<file path="config.mk">
export PLATFORM = sky130hd
export DESIGN_NAME = vga_timing_gen
export DESIGN_NICKNAME = d
export VERILOG_FILES = /design/src/rtl/vga_timing_gen.sv
export SDC_FILE = /design/constraint.sdc
export NUM_CORES = 1
export LEC_CHECK = 0
export ABC_AREA = 0
export ABC_CLOCK_PERIOD_IN_PS = 3210
export BUFFER_PORTS_ARGS = -buffer_cell sky130_fd_sc_hd__buf_2
export CELL_PAD_IN_SITES_DETAIL_PLACEMENT = 1
export CELL_PAD_IN_SITES_GLOBAL_PLACEMENT = 2
export CORE_MARGIN = 1
export CORE_UTILIZATION = 32
export CTS_CLUSTER_DIAMETER = 120
export DETAILED_ROUTE_END_ITERATION = 10
export GPL_TIMING_DRIVEN = 0
export PLACE_DENSITY_LB_ADDON = 0.15
export SLEW_MARGIN = 20
export SYNTH_ARGS = -nofsm -noshare
export SYNTH_HDL_FRONTEND = slang
export SYNTH_SLANG_ARGS = --single-unit
</file>
<file path="constraint.sdc">
create_clock -name CLK_100MHz -period 3.21 [get_ports CLK_100MHz]
set_input_delay 0.321 -clock CLK_100MHz [delete_from_list [all_inputs] [get_ports CLK_100MHz]]
set_output_delay 0.321 -clock CLK_100MHz [all_outputs]
set_load 0.1 [all_outputs]
</file>
<file path="src/rtl/vga_timing_gen.sv">
// vga_timing_gen: raster timing master driving pixel counters, blanking and registered colour/sync.
// Define VGA_TESTPAT_EN to add the TESTPAT input and the 8-bar test pattern.
module vga_timing_gen #(
  parameter int CLK_DIV = 2,
  parameter int H_VIS   = 800,
  parameter int H_FP    = 56,
  parameter int H_SYNC  = 120,
  parameter int H_BP    = 64,
  parameter int V_VIS   = 600,
  parameter int V_FP    = 37,
  parameter int V_SYNC  = 6,
  parameter int V_BP    = 23,
  parameter int H_POL   = 1,
  parameter int V_POL   = 1
) (
  input  logic        CLK_100MHz,
  input  logic        RESET_N,
  input  logic [3:0]  RED,
  input  logic [3:0]  GREEN,
  input  logic [3:0]  BLUE,
`ifdef VGA_TESTPAT_EN
  input  logic        TESTPAT,
`endif
  output logic [10:0] CurrentX,
  output logic [10:0] CurrentY,
  output logic        HBlank,
  output logic        VBlank,
  output logic        PixelTick,
  output logic        FrameStart,
  output logic [3:0]  VGA_R,
  output logic [3:0]  VGA_G,
  output logic [3:0]  VGA_B,
  output logic        VGA_HS,
  output logic        VGA_VS
);
  localparam int H_TOTAL  = H_VIS + H_FP + H_SYNC + H_BP;
  localparam int V_TOTAL  = V_VIS + V_FP + V_SYNC + V_BP;
  localparam int HS_START = H_VIS + H_FP;
  localparam int HS_END   = HS_START + H_SYNC;
  localparam int VS_START = V_VIS + V_FP;
  localparam int VS_END   = VS_START + V_SYNC;
  localparam int DW       = CLK_DIV > 1 ? $clog2(CLK_DIV) : 1;
  logic [DW-1:0] div_cnt;
  logic [10:0]   h_count, v_count;
  logic [11:0]   pix, rgb;
  logic          h_last, v_last, blank, hs_on, vs_on;
  assign PixelTick  = div_cnt == DW'(CLK_DIV - 1);
  assign h_last     = h_count == 11'(H_TOTAL - 1);
  assign v_last     = v_count == 11'(V_TOTAL - 1);
  assign CurrentX   = h_count;
  assign CurrentY   = v_count;
  assign HBlank     = {1'b0, h_count} >= 12'(H_VIS);
  assign VBlank     = {1'b0, v_count} >= 12'(V_VIS);
  assign blank      = HBlank || VBlank;
  assign FrameStart = PixelTick && h_last && v_last;
  // 12-bit compares so a window ending exactly at 2048 still works
  assign hs_on      = {1'b0, h_count} >= 12'(HS_START) && {1'b0, h_count} < 12'(HS_END);
  assign vs_on      = {1'b0, v_count} >= 12'(VS_START) && {1'b0, v_count} < 12'(VS_END);
  assign {VGA_R, VGA_G, VGA_B} = rgb;
`ifdef VGA_TESTPAT_EN
  logic       tp_en;
  logic [2:0] bar;
  assign bar = 3'(h_count / 11'(H_VIS / 8));
  assign pix = tp_en ? {{4{bar[2]}}, {4{bar[1]}}, {4{bar[0]}}} : {RED, GREEN, BLUE};
  // pattern select only changes during blanking so a line is never split
  always_ff @(posedge CLK_100MHz)
    if (!RESET_N) tp_en <= 1'b0;
    else if (blank) tp_en <= TESTPAT;
`else
  assign pix = {RED, GREEN, BLUE};
`endif
  always_ff @(posedge CLK_100MHz) begin
    if (!RESET_N) begin
      div_cnt <= '0;
      h_count <= '0;
      v_count <= '0;
      rgb     <= '0;
      VGA_HS  <= ~1'(H_POL);
      VGA_VS  <= ~1'(V_POL);
    end else begin
      div_cnt <= PixelTick ? '0 : div_cnt + 1'b1;
      if (PixelTick) begin
        h_count <= h_last ? '0 : h_count + 1'b1;
        if (h_last) v_count <= v_last ? '0 : v_count + 1'b1;
        rgb    <= blank ? '0 : pix;
        VGA_HS <= hs_on ? 1'(H_POL) : ~1'(H_POL);
        VGA_VS <= vs_on ? 1'(V_POL) : ~1'(V_POL);
      end
    end
  end
endmodule

</file>
==> impl_summary.log, run 1 <==
INFO  metric cts-buffers-inserted = 5
INFO  metric drc = 0
INFO  metric number_of_hold_buffers_added_after_cts = 0
INFO  metric hold_path.class = input pin to flop
INFO  metric critical_path_arrival = 2.28 ns
INFO  metric share_of_synthesized_area_spent_on_multiplexers = 0.5373%
INFO  metric drtAntennaViolNets = 0
INFO  metric drt_first_pass_iters = 4
INFO  metric chipHeight = 78.30 um
INFO  metric power = 993.6 uW
INFO  metric top_level_ports = 54
INFO  metric cts.root.buffer_cell = clkbuf_8
INFO  metric dominant_combinational_cell_family_by_area_after_synthesis = simple AND/OR/NAND/NOR gates
INFO  metric critical_path.top_delay_family = buffers and inverters
INFO  metric area_growth_syn_to_layout = 24.65%
INFO  metric synth_fp_nets = 231
INFO  metric grt_setup_unrepaired = false
INFO  metric clock_tree.htree_level_count = 2
INFO  metric synth.lib_cells_used.distinct = 44
INFO  metric detailroute.via_count = 1,741
INFO  metric yosys.area_share.adder = 3.358%
INFO  metric end_kind = primary output
INFO  metric grt_antenna_before_repair = 0
INFO  metric total_leakage_power = 0.0009509 uW
INFO  metric start_util = 33.42%
INFO  metric final_util = 41.66%
INFO  metric drt_first_iter_violations = 47
INFO  metric drt-vias-per-instance = 5.046
INFO  metric number_of_global_route_vias_before_repair = 1,688
INFO  metric synth_enable_flop_cells = 0
INFO  metric critical_path.cell_chain = ha_1 -> nor4b_4 -> nand3_1 -> buf_2 -> nor2_2 -> buf_2
INFO  metric post-synth-top-count-cell = dfxtp_1
INFO  metric powerDensity = 427.9 nW/um2
INFO  metric drv_slew = 0
INFO  metric synth_largest_type_area_fraction = 39.76%
INFO  metric final.period_utilization = 81.07%
INFO  metric crit_slowest_cell = buf_2
INFO  metric antenna_diode_count = 0
INFO  metric sequential_cell_area = 740.7 um2
INFO  metric gr-usage-all-layers = 17.07%
INFO  metric power.share.switching = 29.88%
INFO  metric cts_max_path_buffers = 2
INFO  metric fmax = 384.3 MHz
INFO  metric fp-row-count = 27
INFO  metric cts.reportedPaths.clkPinSlew = 0.07 ns
INFO  metric clock_sink_count = 37
INFO  metric flop_and_latch_count_out_of_synthesis = 37
INFO  metric synth_simple_gate_area_share = 31.09%
INFO  metric avgRoutedWirePerCell = 14.06 um
INFO  metric hold_violations = 0
INFO  metric cpMostUsedCell = buf_2
INFO  metric filler_cell_count = 680
INFO  metric worst_slew_pin_slew = 0.5898 ns
INFO  metric critical_path.max_stage_delay = 0.43 ns
INFO  metric syn-mean-instance-area = 8.788 um2
INFO  metric syn-cell-area = 1863 um2
INFO  metric drive_gt1_share = 27.47%
INFO  metric cp_data_required_time = 2.89 ns
INFO  metric clockPowerShare = 36.9%
INFO  metric cts_resized = 0
INFO  metric clock_skew = 0.006145 ns
INFO  metric detailedPlacementHpwl = 3592 um
INFO  metric post_synthesis_compound_gate_area_fraction = 15.11%
INFO  metric worst-path-buf-inv = 2
INFO  metric die-area = 6131 um2
INFO  metric grt_pass1_wl = 8217 um
INFO  metric postSynth.asyncResetShare = 0%
INFO  metric max_cap_viol_count = 0
INFO  metric dieWidth = 78.30 um
INFO  metric power.net_switching = 296.9 uW
INFO  metric synth_common_cells = dfxtp_1, nor2_1, nand2b_1, nand4_1, a21boi_0
INFO  metric final.setup.tns = 0 ns
INFO  metric place_congestion = 0.7103
INFO  metric synth_ff_type = dfxtp_1
INFO  metric synth_top_cell_by_area = dfxtp_1
INFO  metric pwr-share-seq = 48.0%
INFO  metric fin_ws = 0.6076 ns
INFO  metric synth_warn = 0
INFO  metric slew_headroom = 60.44%
INFO  metric vdd_drop_max = 146.6 uV
INFO  metric syn-instance-count = 212
INFO  metric run_status = complete, no violations
INFO  metric yosys-top-cells-area = dfxtp_1, a21boi_0, nand2b_1
INFO  metric parity_gate_share_of_the_synthesized_area_counting_xor_and_xnor_cells = 5.641%
INFO  metric clock_insertion_delay_worst_skew = 0.29 ns
INFO  metric crit_path_max_fanout = 10
INFO  metric remaining_overflow_grt = 0
INFO  metric portBuffers = 53
INFO  metric wirelength = 4851 um
INFO  metric cts_setup_buffers = 0
INFO  metric tritoncts_clock_tree = done
INFO  metric comb_power_share = 15.0%
INFO  metric core_region_area = 5574 um2
INFO  metric crit_path_kind = flop to primary output
INFO  metric cp-start-kind = flop
INFO  metric cellInternalPower = 696.7 uW
INFO  metric finalSetupViolCount = 0
INFO  metric largest_net_degree_at_the_start_of_global_routing = 12
INFO  metric multiInputGateArea = 1041 um2
INFO  metric ys_seq_area_share = 39.76%
INFO  metric final.min_clock_period = 2.602 ns
INFO  metric post-place-ws = 0.8857 ns
INFO  metric design.final.nets = 291
[state kept, by name (all words and copies together), names as in the netlist]
name,count
VGA_HS,1
PixelTick,1
CurrentX,11
VGA_VS,1
rgb,12
CurrentY,11
[tightest hold or removal path: stages]
cell	delay, ns
buf_2	0.10
nand4_1	0.07
a21boi_1	0.06
[through the flow]
step | area [um2] | hold WS (ns) | cells
2_1_floorplan | 1866 | 0.4840 | 212
3_3_place_gp | 2221 | 0.4381 | 337
3_5_place_dp | 2221 | 0.4555 | 337
4_1_cts | 2322 | 0.2968 | 345
5_1_grt | 2322 | 0.3139 | 345
6_report | 2322 | 0.3061 | 345
[cells by family (layout without fill, tap and decap cells)]
group / after synthesis / in the layout
simple gates: 97 / 97
buf+inv: 19 / 80
flops: 37 / 37
xor+xnor: 12 / 12
mux: 1 / 1
compound gates: 41 / 41
fa+ha+maj: 5 / 5
[placed cells by master (no fill, tap or decap), types with 2 or more instances in the layout]
cell type / instances
buf_2: 56
dfxtp_1: 37
nor2_1: 17
nand4_1: 15
nand2b_1: 15
a21boi_0: 13
nand2_1: 12
inv_1: 8
nand3_1: 8
xnor2_1: 8
a21oi_1: 8
nor3_1: 7
clkbuf_8: 7
clkbuf_1: 6
o21ai_0: 5
ha_1: 5
xor2_1: 4
o31ai_1: 4
or3_1: 3
nor4bb_1: 2
a211oi_1: 2
nor4b_4: 2
and3_1: 2
nor4_1: 2
nor2b_1: 2
or4_1: 2
[routing by layer]
metal | vias up | GRT usage [%] | part of all wire [%]
met2 | 41 | 28.07 | 47
li1 | 873 | - | -
met4 | 0 | 5.000 | 1.0
met1 | 821 | 22.32 | 48
met3 | 6 | 3.721 | 3.9
met5 | - | 0 | 0
[worst paths after layout]
kind / depth (start not counted) / start / slack, ns / to
setup / recovery: 6 / CurrentX[0]$_SDFFE_PN0P_ / 0.61 / FrameStart
hold / removal: 3 / BLUE[2] / 0.31 / rgb[2]$_SDFFE_PN0P_
setup reg to reg: 6 / CurrentX[0]$_SDFFE_PN0P_ / 1.06 / CurrentY[1]$_SDFFE_PN0P_
hold reg to reg: 2 / VGA_VS$_SDFFE_PN0P_ / 0.46 / VGA_VS$_SDFFE_PN0P_
[final cells by class]
cell class	instances	area share [%]
multi-input combinational	156	44.83
sequential	37	31.90
timing repair buffer	53	11.42
clock buffer	7	4.149
tap	72	3.879
buffer	11	2.317
inverter	8	1.293
clock inverter	1	0.2155
[power groups by stage]
stage	Clock [uW]	Sequential, uW	Combinational, uW
final	367	477	149
after global routing	395	479	158
after CTS	381	478	151
after detailed placement	0	488	151
after global placement	0	488	151
after floorplan	0	571	36.3
No activity file was read; power rests on OpenSTA's default activity.
==> run 2, diff against run 1 <==
--- a/config.mk
+++ b/config.mk
@@ -6,12 +6,12 @@
 export NUM_CORES = 1
 export LEC_CHECK = 0
 export ABC_AREA = 0
-export ABC_CLOCK_PERIOD_IN_PS = 3210
+export ABC_CLOCK_PERIOD_IN_PS = 2650
 export BUFFER_PORTS_ARGS = -buffer_cell sky130_fd_sc_hd__buf_2
 export CELL_PAD_IN_SITES_DETAIL_PLACEMENT = 1
 export CELL_PAD_IN_SITES_GLOBAL_PLACEMENT = 2
 export CORE_MARGIN = 1
-export CORE_UTILIZATION = 32
+export CORE_UTILIZATION = 30
 export CTS_CLUSTER_DIAMETER = 120
 export DETAILED_ROUTE_END_ITERATION = 10
 export GPL_TIMING_DRIVEN = 0
==> constraint.sdc (replaced) <==
create_clock -name CLK_100MHz -period 2.65 [get_ports CLK_100MHz]
set_input_delay 0.265 -clock CLK_100MHz [delete_from_list [all_inputs] [get_ports CLK_100MHz]]
set_output_delay 0.265 -clock CLK_100MHz [all_outputs]
set_load 0.1 [all_outputs]
==> run 2 against run 1 <==
  * Worst setup slack worse by 0.34 ns
  * Register-to-register slack worse by 0.46 ns
  * Count of clock-buffer cells in the layout is 1 lower
  * Critical path type unchanged
  * Highest routed layer unchanged
  * Worst hold slack worse by 0.056 ns
  * Flip-flop and latch count stayed put
==> impl_summary.log, run 2 (synthesis gave the netlist of run 1 again) <==
INFO  metric run_status = complete, no violations
INFO  metric critical_path_arrival = 2.11 ns
INFO  metric placedInstanceArea = 2233 um2
INFO  metric hold_violations = 0
INFO  metric clock_skew = 0.003391 ns
INFO  metric worst-r2r-cell-count = 6
INFO  metric drt_first_pass_iters = 4
INFO  metric slew_headroom = 65.58%
INFO  metric worst_slew_pin_slew = 0.5132 ns
INFO  metric final.setup.tns = 0 ns
INFO  metric largest_net_degree_at_the_start_of_global_routing = 13
INFO  metric hold_end = rgb[2]$_SDFFE_PN0P_
INFO  metric crit_path_kind = flop to primary output
INFO  metric top_level_ports = 54
INFO  metric drv_slew = 0
INFO  metric drt-vias-per-instance = 4.894
INFO  metric hold_path.class = input pin to flop
INFO  metric crit_path_max_fanout = 10
INFO  metric cp-start-kind = flop
INFO  metric end_kind = primary output
INFO  metric design.final.nets = 291
INFO  metric antenna_diode_count = 0
INFO  metric portBuffers = 53
INFO  metric number_of_global_route_vias_before_repair = 1,686
INFO  metric final_util = 39.56%
INFO  metric area_growth_syn_to_layout = 26.46%
INFO  metric grt_antenna_before_repair = 0
INFO  metric critical_path.cell_chain = ha_1 -> nor4b_4 -> nand3_1 -> buf_2 -> nor2_4 -> clkbuf_4
INFO  metric final.min_clock_period = 2.378 ns
INFO  metric clock_tree.htree_level_count = 2
INFO  metric clock_insertion_delay_worst_skew = 0.29 ns
INFO  metric top_register = rgb
INFO  metric fp-row-count = 28
INFO  metric drc = 0
INFO  metric fin_ws = 0.2717 ns
INFO  metric stdcell_area = 2356 um2
INFO  metric final.period_utilization = 89.75%
INFO  metric grt_pass1_wl = 8121 um
INFO  metric cts-buffers-inserted = 5
INFO  metric mostFrequentLayoutCells = buf_2, dfxtp_1, nor2_1
INFO  metric post-place-ws = 0.4692 ns
INFO  metric drtAntennaViolNets = 0
INFO  metric drive_gt1_share = 28.57%
INFO  metric start_util = 31.28%
INFO  metric die-area = 6529 um2
INFO  metric cts.root.buffer_cell = clkbuf_8
INFO  metric chipHeight = 80.81 um
INFO  metric powerDensity = 544.4 nW/um2
INFO  metric max_cap_viol_count = 0
INFO  metric cp_data_required_time = 2.38 ns
INFO  metric gr-usage-all-layers = 16.12%
INFO  metric fmax = 420.5 MHz
INFO  metric drt_first_iter_violations = 62
INFO  metric worst-path-buf-inv = 2
INFO  metric detailroute.via_count = 1,703
INFO  metric wirelength = 4911 um
INFO  metric cts.reportedPaths.clkPinSlew = 0.08 ns
INFO  metric rr_startpoint = CurrentX[0]$_SDFFE_PN0P_
INFO  metric most_common_cell_after_layout_fill_and_taps_aside = buf_2
INFO  metric min-delay-start = BLUE[2]
INFO  metric fin_worst_hold_slack = 0.2504 ns
INFO  metric core_region_area = 5956 um2
INFO  metric worst_hold_path.num_cells = 3
INFO  metric clock_sink_count = 37
INFO  metric critical_path.max_stage_delay = 0.37 ns
INFO  metric finalSetupViolCount = 0
INFO  metric number_of_hold_buffers_added_after_cts = 0
INFO  metric total_leakage_power = 0.0009548 uW
INFO  metric setup.reg_to_reg.worst_slack = 0.60 ns
INFO  metric detailedPlacementHpwl = 3629 um
INFO  metric largest_register_ff_count = 12
INFO  metric critical_path.top_delay_family = simple AND/OR/NAND/NOR gates
INFO  metric crit-reg2reg-capture = CurrentY[0]$_SDFFE_PN0P_
INFO  metric grt_setup_unrepaired = false
INFO  metric cts_max_path_buffers = 2
INFO  metric place_congestion = 0.7713
INFO  metric crit_slowest_cell = dfxtp_2
INFO  metric tritoncts_clock_tree = done
INFO  metric remaining_overflow_grt = 0
INFO  metric dieWidth = 80.81 um
INFO  metric vdd_drop_max = 236.2 uV
INFO  metric avgRoutedWirePerCell = 14.11 um
==> run 2: layer usage <==
metal  track usage [%]  routed length [um]  vias to the layer above
met5                 0                   0                        -
li1                  -                   -                      870
met2             25.46                2115                       42
met3             3.596                 266                        6
met1             21.38                2464                      785
met4             5.893                  65                        0
==> run 2: what timing repair did <==
action | CTS | global route
endpoints found under the setup margin | 0 | 1
endpoints found under the hold margin | 0 | 0
gates resized for setup | 0 | 1
buffers inserted | 0 | 0
==> run 2: area by class of cell <==
cell class | instances | area (um2)
fillers | 740 | 3600
multi-input cells | 156 | 1046
flip-flops and latches | 37 | 744.5
repair buffers | 53 | 267.8
well taps | 75 | 93.84
clock buffers | 6 | 82.58
plain buffers | 11 | 53.80
clock inverters | 2 | 37.54
inverters | 8 | 30.03
==> run 2: worst min-delay path, stage by stage <==
cell and delay (ns):
buf_2 0.10, nand4_1 0.08, a21boi_1 0.06
==> run 2: how the worst max path moves through the flow <==
stage | slack (ns) | end | depth (start not counted) | start
5_1_grt | 0.09 | FrameStart | 6 | CurrentX[0]$_SDFFE_PN0P_
6_report | 0.27 | FrameStart | 6 | CurrentX[0]$_SDFFE_PN0P_
3_3_place_gp | 0.43 | FrameStart | 6 | CurrentX[0]$_SDFFE_PN0P_
2_1_floorplan | 0.04 | VBlank | 4 | CurrentY[6]$_SDFFE_PN0P_
3_5_place_dp | 0.47 | FrameStart | 6 | CurrentX[0]$_SDFFE_PN0P_
4_1_cts | 0.13 | FrameStart | 6 | CurrentX[0]$_SDFFE_PN0P_
==> run 2: metrics by stage <==
step / total power [uW] / instances
after detailed placement: 775.8 / 340
after global placement: 774.5 / 340
after CTS: 1309 / 348
final: 1283 / 348
after floorplan: 736.7 / 212
after global routing: 1349 / 348
==> run 2: where the power goes <==
group          leakage, uW  switching, uW  total [uW]  internal [uW]
clock            0.0000574            217         523            306
combinational     0.000596            142         181           39.0
sequential        0.000302           9.01         579            570
==> run 3, diff against run 2 <==
--- a/config.mk
+++ b/config.mk
@@ -6,12 +6,12 @@
 export NUM_CORES = 1
 export LEC_CHECK = 0
 export ABC_AREA = 0
-export ABC_CLOCK_PERIOD_IN_PS = 2650
 export BUFFER_PORTS_ARGS = -buffer_cell sky130_fd_sc_hd__buf_2
 export CELL_PAD_IN_SITES_DETAIL_PLACEMENT = 1
 export CELL_PAD_IN_SITES_GLOBAL_PLACEMENT = 2
 export CORE_MARGIN = 1
-export CORE_UTILIZATION = 30
+export CORE_UTILIZATION = 28
+export CTS_BUF_LIST = sky130_fd_sc_hd__clkbuf_4 sky130_fd_sc_hd__clkbuf_8
 export CTS_CLUSTER_DIAMETER = 120
 export DETAILED_ROUTE_END_ITERATION = 10
 export GPL_TIMING_DRIVEN = 0
==> constraint.sdc (replaced) <==
create_clock -name CLK_100MHz -period 2.1 [get_ports CLK_100MHz]
set_input_delay 0.21 -clock CLK_100MHz [delete_from_list [all_inputs] [get_ports CLK_100MHz]]
set_output_delay 0.21 -clock CLK_100MHz [all_outputs]
set_load 0.1 [all_outputs]
==> run 3 against run 2 <==
  * Cell area increased by 4.1%
  * Core utilization decreased by 1.2 points
  * Cell count increased by 1.1%
  * Register-to-register slack got worse by 0.51 ns
  * Global-route usage decreased by 0.52 points
  * Worst hold slack got worse by 0.062 ns
  * Non-clock buffer count increased by 2
  * Worst setup slack got worse by 0.18 ns
==> impl_summary.log, run 3 (synthesis gave the netlist of run 1 again) <==
INFO  metric cp_data_required_time = 2.32 ns
INFO  metric largest_register_ff_count = 12
INFO  metric critical_path.cell_chain = ha_2 -> nor4b_4 -> buf_4 -> nand4_2 -> or4_4 -> a21oi_2
INFO  metric design.final.nets = 293
INFO  metric tritoncts_clock_tree = done
INFO  metric clock_tree.htree_level_count = 2
INFO  metric cts.root.buffer_cell = clkbuf_8
INFO  metric drc = 0
INFO  metric total_leakage_power = 0.0009663 uW
INFO  metric clock_sink_count = 37
INFO  metric drt_first_iter_violations = 42
INFO  metric top_level_ports = 54
INFO  metric cts.reportedPaths.clkPinSlew = 0.08 ns
INFO  metric run_status = complete, no violations
INFO  metric final.setup.tns = 0 ns
INFO  metric place_congestion = 0.7284
INFO  metric number_of_global_route_vias_before_repair = 1,794
INFO  metric fmax = 497.4 MHz
INFO  metric drive_gt1_share = 38.91%
INFO  metric critical_path_arrival = 2.23 ns
INFO  metric most_common_cell_after_layout_fill_and_taps_aside = buf_2
INFO  metric grt_antenna_before_repair = 0
INFO  metric powerDensity = 618.1 nW/um2
INFO  metric drtAntennaViolNets = 0
INFO  metric cts-buffers-inserted = 5
INFO  metric final.min_clock_period = 2.010 ns
INFO  metric top_register = rgb
INFO  metric hold_end = rgb[2]$_SDFFE_PN0P_
INFO  metric clock_insertion_delay_worst_skew = 0.29 ns
INFO  metric vdd_drop_max = 251.8 uV
INFO  metric worst_hold_path.num_cells = 3
INFO  metric crit_path_kind = flop to flop
INFO  metric min-delay-start = BLUE[2]
INFO  metric crit_path_max_fanout = 9
INFO  metric grt_setup_unrepaired = false
INFO  metric die-area = 6984 um2
INFO  metric detailedPlacementHpwl = 3713 um
INFO  metric slew_headroom = 64.68%
INFO  metric crit_slowest_cell = or4_4
INFO  metric worst_slew_pin_slew = 0.5297 ns
INFO  metric cp-start-kind = flop
INFO  metric drt-vias-per-instance = 4.915
INFO  metric wirelength = 5069 um
INFO  metric crit-reg2reg-capture = CurrentY[10]$_SDFFE_PN0P_
INFO  metric finalSetupViolCount = 0
INFO  metric avgRoutedWirePerCell = 14.40 um
INFO  metric critical_path.max_stage_delay = 0.55 ns
INFO  metric chipHeight = 83.57 um
INFO  metric number_of_hold_buffers_added_after_cts = 0
INFO  metric critical_path.top_delay_family = simple AND/OR/NAND/NOR gates
INFO  metric detailroute.via_count = 1,730
INFO  metric fp-row-count = 29
INFO  metric final.period_utilization = 95.74%
INFO  metric max_cap_viol_count = 0
INFO  metric clock_skew = 0.004038 ns
INFO  metric area_growth_syn_to_layout = 31.63%
INFO  metric mostFrequentLayoutCells = buf_2, dfxtp_2, nor2_1
INFO  metric cts_max_path_buffers = 2
INFO  metric drv_slew = 0
INFO  metric gr-usage-all-layers = 15.60%
INFO  metric end_kind = flop
INFO  metric hold_path.class = input pin to flop
INFO  metric antenna_diode_count = 0
INFO  metric worst-r2r-cell-count = 6
INFO  metric remaining_overflow_grt = 0
INFO  metric drt_first_pass_iters = 4
INFO  metric setup.reg_to_reg.worst_slack = 0.09 ns
INFO  metric filler_cell_count = 792
INFO  metric largest_net_degree_at_the_start_of_global_routing = 12
INFO  metric grt_pass1_wl = 8887 um
INFO  metric hold_violations = 0
INFO  metric fin_ws = 0.08950 ns
INFO  metric start_util = 29.17%
INFO  metric dieWidth = 83.57 um
INFO  metric core_region_area = 6386 um2
INFO  metric worst-path-buf-inv = 1
INFO  metric post-place-ws = 0.01232 ns
INFO  metric portBuffers = 53
INFO  metric rr_startpoint = CurrentX[0]$_SDFFE_PN0P_
-- run 3: worst max path at each step --
stage / startpoint / endpoint / depth (start not counted)
2_1_floorplan: CurrentX[0]$_SDFFE_PN0P_ / FrameStart / 5
3_3_place_gp: CurrentX[0]$_SDFFE_PN0P_ / CurrentY[3]$_SDFFE_PN0P_ / 6
3_5_place_dp: CurrentX[0]$_SDFFE_PN0P_ / CurrentY[2]$_SDFFE_PN0P_ / 6
4_1_cts: CurrentX[0]$_SDFFE_PN0P_ / FrameStart / 6
5_1_grt: CurrentY[3]$_SDFFE_PN0P_ / VBlank / 6
6_report: CurrentX[0]$_SDFFE_PN0P_ / CurrentY[10]$_SDFFE_PN0P_ / 6
-- run 3: metal layers --
layer | routed length [um] | share of wire (%) | track usage, % | vias up
met5 | 0 | 0 | 0 | -
met4 | 48 | 0.95 | 3.698 | 0
met3 | 195 | 3.8 | 3.264 | 6
met2 | 2415 | 48 | 25.57 | 35
met1 | 2409 | 48 | 20.97 | 815
li1 | - | - | - | 874
-- run 3: report_power, final --
| part | switching, uW | internal, uW | leakage, uW |
|---|---|---|---|
| logic | 181 | 51.3 | 0.000600 |
| clock network | 258 | 297 | 0.0000542 |
| registers | 11.2 | 718 | 0.000312 |
-- run 3: repair_timing --
| item | in CTS | in global routing |
|---|---|---|
| buffers inserted | 1 | 1 |
| setup endpoints to repair | 8 | 10 |
| gates resized for setup | 9 | 5 |
| pin swaps | 0 | 1 |
-- run 3: worst min-delay path, delay by kind of cell --
kind / cells / cell delay [ns]
AND/OR/NAND/NOR: 1 / 0.07
AO/OA/AOI/OAI: 1 / 0.06
buffers and inverters: 1 / 0.10
-- run 3: cell type report --
| cell class | instances | area [um2] | share of cell area (%) |
|---|---|---|---|
| multi-input cells | 156 | 1077 | 43.93 |
| flip-flops and latches | 37 | 775.7 | 31.63 |
| repair buffers | 55 | 297.8 | 12.14 |
| clock buffers | 7 | 96.34 | 3.929 |
| well taps | 77 | 96.34 | 3.929 |
| plain buffers | 11 | 66.31 | 2.704 |
| inverters | 8 | 37.54 | 1.531 |
| clock inverters | 1 | 5.005 | 0.2041 |
-- run 3: stage by stage --
step | hold slack (ns) | util [%] | std cells | total power [uW] | area, um2
finish | 0.1889 | 38.40 | 352 | 1516 | 2452
global route | 0.1970 | 38.40 | 352 | 1598 | 2452
CTS | 0.1807 | 37.95 | 351 | 1555 | 2424
detailed placement | 0.4523 | 35.68 | 342 | 979.3 | 2278
global placement | 0.4510 | 35.68 | 342 | 977.8 | 2278
floorplan | 0.3655 | - | 212 | 928.6 | 1917
